[config.mk]
export PLATFORM = sky130hd
export DESIGN_NAME = systolic_tile_sched
export DESIGN_NICKNAME = d
export VERILOG_FILES = /design/src/rtl/systolic_tile_sched.sv
export SDC_FILE = /design/constraint.sdc
export NUM_CORES = 1
export LEC_CHECK = 0
export CORE_ASPECT_RATIO = 1.5
export CORE_UTILIZATION = 51
export CTS_CLUSTER_DIAMETER = 100
export CTS_CLUSTER_SIZE = 8
export DETAILED_ROUTE_END_ITERATION = 12
export MAX_ROUTING_LAYER = met4
export PLACE_DENSITY = 0.84
export SLEW_MARGIN = 10
export SYNTH_ARGS = -nofsm -noshare
export SYNTH_HDL_FRONTEND = slang
export SYNTH_SLANG_ARGS = --single-unit
[constraint.sdc]
create_clock -name clk -period 4 [get_ports clk]
set_clock_uncertainty 0.2 [all_clocks]
set_input_delay 0.8 -clock clk [delete_from_list [all_inputs] [get_ports clk]]
set_output_delay 0.8 -clock clk [all_outputs]
set_load 0.02 [all_outputs]
[src/rtl/systolic_tile_sched.sv]
`default_nettype none
// ============================================================================
// Module   : systolic_tile_sched
// Brief    : Tile sequencer for a weight-stationary systolic MAC array.
//            Runs weight preload, skewed activation stream, flush and drain.
// Revision : 1.0 - initial release
// ============================================================================
module systolic_tile_sched #(
    parameter int ARRAY_N = 4,
    parameter int ADDR_W  = 8,
    parameter int K_W     = 8
) (
    input  logic               clk,
    input  logic               reset,
    input  logic               start,
    input  logic [K_W-1:0]     k_len,
    output logic               busy,
    output logic               done,
    output logic               w_load_en,
    output logic [ADDR_W-1:0]  w_rd_addr,
    output logic               a_rd_en,
    output logic [ADDR_W-1:0]  a_rd_addr,
    output logic [ARRAY_N-1:0] row_valid,
    output logic               acc_clear,
    output logic               out_valid,
    output logic [ADDR_W-1:0]  out_row
);

    localparam int CNT_W = (ADDR_W > K_W) ? ADDR_W : K_W;
    localparam logic [CNT_W-1:0] c_n_last     = CNT_W'(ARRAY_N - 1);
    localparam logic [CNT_W-1:0] c_flush_last = CNT_W'(2 * ARRAY_N - 2);

    typedef enum logic [2:0] {
        S_IDLE   = 3'd0,
        S_LOAD_W = 3'd1,
        S_STREAM = 3'd2,
        S_FLUSH  = 3'd3,
        S_DRAIN  = 3'd4,
        S_DONE   = 3'd5
    } state_t;

    state_t             r_state;
    state_t             w_state_nxt;
    logic [CNT_W-1:0]   r_cnt;
    logic [CNT_W-1:0]   w_cnt_nxt;
    logic [CNT_W-1:0]   w_k_last;
    logic [K_W-1:0]     r_k_len;
    logic               w_rd_strobe;
    logic               r_w_load_en;
    logic [ARRAY_N-1:0] r_skew;

    assign w_k_last  = CNT_W'(r_k_len) - CNT_W'(1);
    assign w_load_en = r_w_load_en;
    assign row_valid = r_skew;

    always_ff @(posedge clk) begin
        if (reset) begin
            r_state     <= S_IDLE;
            r_cnt       <= '0;
            r_k_len     <= '0;
            r_w_load_en <= 1'b0;
            r_skew      <= '0;
        end else begin
            r_state     <= w_state_nxt;
            r_cnt       <= w_cnt_nxt;
            r_w_load_en <= w_rd_strobe;
            if (r_state == S_IDLE && start && k_len != '0)
                r_k_len <= k_len;
            // Stage i carries a_rd_en delayed by i+1: SRAM latency plus diagonal skew
            r_skew[0] <= a_rd_en;
            for (int i = 1; i < ARRAY_N; i++)
                r_skew[i] <= r_skew[i-1];
        end
    end

    // Every phase reloads the counter to 0 on entry and exits on count == len-1
    always_comb begin
        w_state_nxt = r_state;
        w_cnt_nxt   = r_cnt + CNT_W'(1);
        busy        = (r_state != S_IDLE);
        done        = 1'b0;
        w_rd_strobe = 1'b0;
        w_rd_addr   = '0;
        a_rd_en     = 1'b0;
        a_rd_addr   = '0;
        acc_clear   = 1'b0;
        out_valid   = 1'b0;
        out_row     = '0;
        case (r_state)
            S_IDLE: begin
                w_cnt_nxt = '0;
                if (start && k_len != '0)
                    w_state_nxt = S_LOAD_W;
            end
            S_LOAD_W: begin
                w_rd_strobe = 1'b1;
                w_rd_addr   = ADDR_W'(r_cnt);
                if (r_cnt == c_n_last) begin
                    w_state_nxt = S_STREAM;
                    w_cnt_nxt   = '0;
                end
            end
            S_STREAM: begin
                a_rd_en   = 1'b1;
                a_rd_addr = ADDR_W'(r_cnt);
                acc_clear = (r_cnt == '0);
                if (r_cnt == w_k_last) begin
                    w_state_nxt = S_FLUSH;
                    w_cnt_nxt   = '0;
                end
            end
            S_FLUSH: begin
                if (r_cnt == c_flush_last) begin
                    w_state_nxt = S_DRAIN;
                    w_cnt_nxt   = '0;
                end
            end
            S_DRAIN: begin
                out_valid = 1'b1;
                out_row   = ADDR_W'(r_cnt);
                if (r_cnt == c_n_last) begin
                    w_state_nxt = S_DONE;
                    w_cnt_nxt   = '0;
                end
            end
            S_DONE: begin
                done        = 1'b1;
                w_state_nxt = S_IDLE;
                w_cnt_nxt   = '0;
            end
            default: begin
                w_state_nxt = S_IDLE;
                w_cnt_nxt   = '0;
            end
        endcase
    end

endmodule
`default_nettype wire

==> reports/metrics.csv, run 1 <==
stage,metric,value,unit
yosys,postSynthCellCount,184,
critical_path,startpoint,r_state[1],
die,core.rowCount,24,
yosys,synth-seq-area-share,30.5,%
yosys,synth_mux_area_share,5.08,%
critical_path,cpPeakStageDelay,0.66,ns
global_routing,track_usage,26.6,%
yosys,async_flop_share,0,%
yosys,synth_top_area_share,30.5,%
critical_path,r2r-start,r_cnt[1],
detailed_routing,dr.first_iter.drc_count,42,
critical_path,critPathSlowestCell,clkdlybuf4s50_1,
timing,final.setup.tns,0,ns
critical_path,cp_cell_sequence,nand2b_1 -> nor2_1 -> buf_4 -> nand3b_1 -> nor4b_1 -> clkdlybuf4s50_1,
run_status,status,finished clean,
clock_tree,cts_buffers,3,
yosys,synth-xor-area-share,8.33,%
pwr,power.leakage,0.803,nW
timing,slew_headroom,63.2,%
timing,tightest_slew,0.549,ns
critical_path,cp_max_fo,11,
die,core,2910,um^2
detailed_routing,wl_per_cell,15.1,um
clock_tree,clock_latency,0.26,ns
global_routing,grt_max_degree,15,
yosys,synth_top_area_cell,dfxtp_1,
clock_tree,post_cts_buffers,0,
final_layout,multi_input_area,998,um^2
clock_tree,post_cts_resized,0,
timing,fin_crit,3.33,ns
timing,rsz0062_at_grt,false,
final_layout,drive_gt1_share,6.79,%
final_layout,nets,237,
final_layout,seqCellArea,480,um^2
global_routing,grt-ovfl-total,0,
critical_path,ff2ff_path_depth,6,
final_layout,nFillCells,247,
critical_path,worstPathArrival,2.33,ns
critical_path,cp.required,3.00,ns
pwr,intPower,0.434,mW
yosys,synth_ff_type,dfxtp_1,
timing,fmax,301,MHz
yosys,synth.avg_cell_area,8.57,um^2
critical_path,path_class,reg -> out,
detailed_routing,drc,0,
global_routing,first_global_vias,1468,
pwr,p_sw_share,32.2,%
pwr,seqPwrFrac,44.2,%
yosys,ys_seq_elements,24,
place,placed_area,2010,um^2
final_layout,synthToLayoutAreaGrowth,31.1,%
place,dp_slack,0.974,ns
critical_path,critPathLaunchType,register,
min_path,hp-class,reg -> reg,
detailed_routing,vias,1487,
detailed_routing,avgViaCountPerCell,5.72,
final_layout,layout_commonest_cell,clkdlybuf4s50_1,
run,cap_violations,0,
pwr,p_total,0.640,mW
die,die_w,47.4,um
place,hpwl,3.02,mm
timing,finalCritPeriodShare,83.2,%
global_routing,grt_pass1_wl,6.40,mm
clock_tree,clockBufferDepth,2,
clock_tree,clk_pin_slew,0.08,ns
critical_path,r2r_end,r_cnt[0],
clock_tree,ctsHtreeMaxLevel,1,
final_layout,final_cell_mix,"44 x clkdlybuf4s50_1, 25 x and2_1, 24 x dfxtp_1",
detailed_routing,antenna_left,0,
yosys,synth-edff-count,0,
yosys,synth-simple-area-share,32.8,%
yosys,synth_compound_area_share,14.0,%
timing,setup_slack,0.673,ns
clock_tree,ctsHoldBuffers,0,
yosys,synth_top_family_by_area,simple AND/OR/NAND/NOR gates,
place,place_congestion,0.866,
clock_tree,cts_root_buffer,clkbuf_8,
timing,setup_viol,0,
critical_path,critPathCaptureType,output pin,
clock_tree,cts_tree,built,
die,io_pins,45,
yosys,yosys.cell_types.count,48,
global_routing,antenna_found_initial,0,
critical_path,crit_end,acc_clear,
final_layout,n_antenna_cell,0,
yosys,ys_warn_count,0,
yosys,synth.area.top_cells,"dfxtp_1 30%, and2_1 9.9%, mux2i_1 5.1%",
detailed_routing,drt_wl_total,3.92,mm
yosys,yosys.area_share.adder,3.17,%
detailed_routing,dr.pass1.iters,4,
pwr,power_switching,0.206,mW
pwr,ir_worst_vdd,0.000223,V
timing,slew_viol_final,0,
die,start_util,54.2,%
yosys,syn-num-nets,199,
pwr,p_per_area,309,nW/um^2
final_layout,final_cell_area,2070,um^2
pwr,clkPwrFrac,25.7,%
die,die_h,70.1,um
clock_tree,cts_num_sinks,24,
yosys,synthesis.area,1580,um^2
critical_path,rrSetupSlack,1.73,ns
pwr,combPwrFrac,30.1,%
place,portBuffers,44,
die,dieArea,3320,um^2
timing,hold_viol_final,0,
-- state kept, by name, summed over array words and instances, names as in the netlist --
name and count:
r_cnt 8, r_k_len 8, row_valid 4, r_state 3, w_load_en 1
-- Yosys cell counts (all sizes together), types with 2 or more instances --
cell type  number
ha              4
nand2b          2
mux2i           8
nand3b          2
xor2            9
dfxtp          24
buf            11
xnor2           6
a21oi           8
and2           25
o21ai           3
nor3b           4
clkbuf          2
inv             8
nand4           5
and3            4
nor2           14
nor4            2
a21boi          2
o21a            2
nand2           4
nand3           6
o31ai           2
or2             2
nor2b           4
nor3            6
-- final cells by class --
cell class                      count  share of cell area (%)
Multi-Input combinational cell    139                    48.3
Clock buffer                        4                    2.66
Timing Repair Buffer               46                    22.0
Tap cell                           39                    2.36
Sequential cell                    24                    23.2
Inverter                            8                    1.45
-- layer usage --
metal	part of all wire, %	GRT usage [%]	up-vias
met1	37	27.8	708
li1	-	-	706
met5	0	-	-
met4	1.5	10.8	0
met2	57	47.2	67
met3	4.7	2.58	6
-- power groups by stage --
stage / Clock [mW] / Combinational [mW] / Sequential (mW)
2_1_floorplan: 0 / 0.147 / 0.277
3_3_place_gp: 0 / 0.183 / 0.285
3_5_place_dp: 0 / 0.190 / 0.288
4_1_cts: 0.166 / 0.192 / 0.283
5_1_grt: 0.174 / 0.208 / 0.286
6_report: 0.164 / 0.193 / 0.283
-- cell families after synthesis --
group                    Yosys count
AND/OR/NAND/NOR                   85
AO/OA/AOI/OAI                     27
flip-flops                        24
buffers and inverters             21
XOR/XNOR                          15
multiplexers                       8
adder cells (fa/ha/maj)            4
-- how the worst min path moves through the flow --
stage                  from            to  slack [ns]  cells past startpoint
3_3_place_gp   row_valid[2]  row_valid[3]        0.25                      1
3_5_place_dp   row_valid[2]  row_valid[3]        0.26                      1
5_1_grt        row_valid[2]  row_valid[3]        0.28                      1
4_1_cts        row_valid[2]  row_valid[3]        0.27                      1
6_report       row_valid[2]  row_valid[3]        0.27                      1
2_1_floorplan      r_cnt[0]      r_cnt[0]        0.28                      1
-- critical path: cells and delay by family (launching register included) --
| kind | cells | cell delay, ns |
|---|---|---|
| and+or+nand+nor | 4 | 0.71 |
| DFF | 1 | 0.52 |
| buffers and inverters | 2 | 0.83 |
-- metrics by stage --
step,instances,hold slack [ns],util (%)
after floorplan,184,0.285,-
after global placement,256,0.254,69.1
after detailed placement,256,0.259,69.1
after CTS,260,0.273,71.0
after global routing,260,0.284,71.0
final,260,0.269,71.0
(Power assumes the default switching activity.)
==> inputs of run 2 (changes only) <==
--- a/config.mk
+++ b/config.mk
@@ -6,12 +6,12 @@
 export NUM_CORES = 1
 export LEC_CHECK = 0
 export CORE_ASPECT_RATIO = 1.5
-export CORE_UTILIZATION = 51
+export CORE_UTILIZATION = 43
 export CTS_CLUSTER_DIAMETER = 100
 export CTS_CLUSTER_SIZE = 8
 export DETAILED_ROUTE_END_ITERATION = 12
 export MAX_ROUTING_LAYER = met4
-export PLACE_DENSITY = 0.84
+export PLACE_DENSITY = 0.75
 export SLEW_MARGIN = 10
 export SYNTH_ARGS = -nofsm -noshare
 export SYNTH_HDL_FRONTEND = slang
==> constraint.sdc (replaced) <==
create_clock -name clk -period 3 [get_ports clk]
set_clock_uncertainty 0.2 [all_clocks]
set_input_delay 0.6 -clock clk [delete_from_list [all_inputs] [get_ports clk]]
set_output_delay 0.6 -clock clk [all_outputs]
set_load 0.02 [all_outputs]
==> reports/metrics.csv, run 2 (synthesized netlist as in run 1, its figures left out) <==
stage,metric,value,unit,change
place,hpwl,2.71,mm,was 3.02 mm
clock_tree,clk_pin_slew,0.08,ns,about the same
detailed_routing,vias,1416,,"was 1,487"
critical_path,crit_end,out_row[0],,was acc_clear
critical_path,rrSetupSlack,0.78,ns,was 1.73 ns
critical_path,r2r-start,r_cnt[1],,unchanged
global_routing,first_global_vias,1337,,"was 1,468"
final_layout,finalNonFillerCells,269,,was 260
final_layout,final_cell_area,2140,um^2,was 2070 um^2
critical_path,ff2ff_path_depth,6,,unchanged
place,dp_slack,0.422,ns,was 0.974 ns
critical_path,critPathLaunchType,register,,unchanged
pwr,ir_worst_vdd,0.000338,V,was 0.000223 V
die,die_w,51.5,um,was 47.4 um
critical_path,critPathCaptureType,output pin,,unchanged
run_status,status,finished clean,,unchanged
critical_path,path_class,reg -> out,,unchanged
critical_path,cp_max_fo,10,,was 11
final_layout,final_util,61.9,%,was 71.0%
timing,slew_headroom,69.4,%,was 63.2%
die,die_h,76.2,um,was 70.1 um
detailed_routing,wl_per_cell,12.9,um,was 15.1 um
die,dieArea,3920,um^2,was 3320 um^2
clock_tree,cts_buffers,3,,unchanged
timing,fin_crit,2.82,ns,
clock_tree,clockBufferDepth,2,,unchanged
run,cap_violations,0,,unchanged
critical_path,worstPathArrival,2.02,ns,was 2.33 ns
detailed_routing,dr.pass1.iters,4,,unchanged
min_path,hp-class,reg -> reg,,unchanged
final_layout,synthToLayoutAreaGrowth,35.4,%,was 31.1%
die,core,3450,um^2,was 2910 um^2
place,placed_area,2060,um^2,was 2010 um^2
place,portBuffers,44,,unchanged
clock_tree,ctsHtreeMaxLevel,1,,unchanged
timing,slew_viol_final,0,,unchanged
global_routing,grt_pass1_wl,6.06,mm,was 6.40 mm
timing,finalCritPeriodShare,93.9,%,
detailed_routing,antenna_left,0,,unchanged
timing,rsz0062_at_grt,false,,unchanged
final_layout,nets,243,,was 237
detailed_routing,avgViaCountPerCell,5.26,,was 5.72
final_layout,drive_gt1_share,9.25,%,was 6.79%
pwr,p_per_area,432,nW/um^2,was 309 nW/um^2
timing,setup_slack,0.183,ns,was 0.673 ns
timing,setup_viol,0,,unchanged
final_layout,layout_commonest_cell,clkdlybuf4s50_1,,unchanged
place,placed_cells,265,,was 256
die,start_util,45.8,%,was 54.2%
detailed_routing,dr.first_iter.drc_count,36,,was 42
timing,hold_viol_final,0,,unchanged
global_routing,grt_max_degree,15,,unchanged
clock_tree,cts_num_sinks,24,,unchanged
clock_tree,cts_root_buffer,clkbuf_8,,unchanged
timing,final.setup.tns,0,ns,unchanged
clock_tree,clock_latency,0.27,ns,was 0.26 ns
die,core.rowCount,26,,was 24
final_layout,final_cell_mix,"43 x clkdlybuf4s50_1, 25 x and2_1, 24 x dfxtp_1",,"was 44 x clkdlybuf4s50_1, 25 x and2_1, 24 x dfxtp_1"
detailed_routing,drt_wl_total,3.48,mm,was 3.92 mm
pwr,power.leakage,0.859,nW,was 0.803 nW
detailed_routing,drc,0,,unchanged
timing,fmax,355,MHz,
global_routing,grt-ovfl-total,0,,unchanged
clock_tree,cts_tree,built,,unchanged
global_routing,antenna_found_initial,0,,unchanged
critical_path,r2r_end,r_cnt[4],,was r_cnt[0]
die,io_pins,45,,unchanged
timing,tightest_slew,0.460,ns,was 0.549 ns
critical_path,startpoint,r_state[2],,was r_state[1]
final_layout,n_antenna_cell,0,,unchanged
place,place_congestion,0.827,,was 0.866
clock_tree,ctsHoldBuffers,0,,unchanged
global_routing,track_usage,20.3,%,was 26.6%
critical_path,cp.required,2.20,ns,was 3.00 ns
==> run 2: report_power, final <==
group          switching [mW]  internal, mW
Combinational           0.140         0.132
Clock                   0.106         0.178
Sequential             0.0277         0.339
Total                   0.274         0.649
==> run 2: final cells by class <==
type	instances	area (um^2)
timing repair buffer	52	503
inverter	8	30.0
fill	322	1310
clock inverter	1	30.0
sequential	24	480
tap	42	52.6
clock buffer	3	41.3
multi-input combinational	139	998
==> run 2: critical path, stage by stage, from the launching register on <==
cell and delay [ns]:
dfxtp_1 0.51, nor3b_1 0.30, buf_4 0.21, and2_1 0.13, clkdlybuf4s50_1 0.60
==> run 2: metal layers <==
layer / track usage [%] / vias up / part of all wire, %
li1: - / 721 / -
met1: 23.7 / 656 / 43
met2: 34.9 / 34 / 53
met3: 2.00 / 5 / 2.4
met4: 7.30 / 0 / 1.6
met5: - / - / 0
==> run 2: what timing repair did <==
action / CTS / global route
endpoints found under the setup margin: 0 / 1
buffers inserted: 0 / 0
resized for setup: 0 / 1
==> run 2: worst min path at each step <==
stage | start | endpoint | cells past startpoint
floorplan | r_cnt[0] | r_cnt[0] | 1
detailed placement | row_valid[2] | row_valid[3] | 1
CTS | row_valid[2] | row_valid[3] | 1
finish | row_valid[2] | row_valid[3] | 1
global placement | row_valid[2] | row_valid[3] | 1
global route | row_valid[2] | row_valid[3] | 1
==> run 2: stage by stage <==
stage               power [mW]  hold slack (ns)
finish                   0.924            0.270
global route             0.979            0.281
CTS                      0.933            0.272
detailed placement       0.647            0.260
global placement         0.643            0.243
floorplan                0.565            0.285
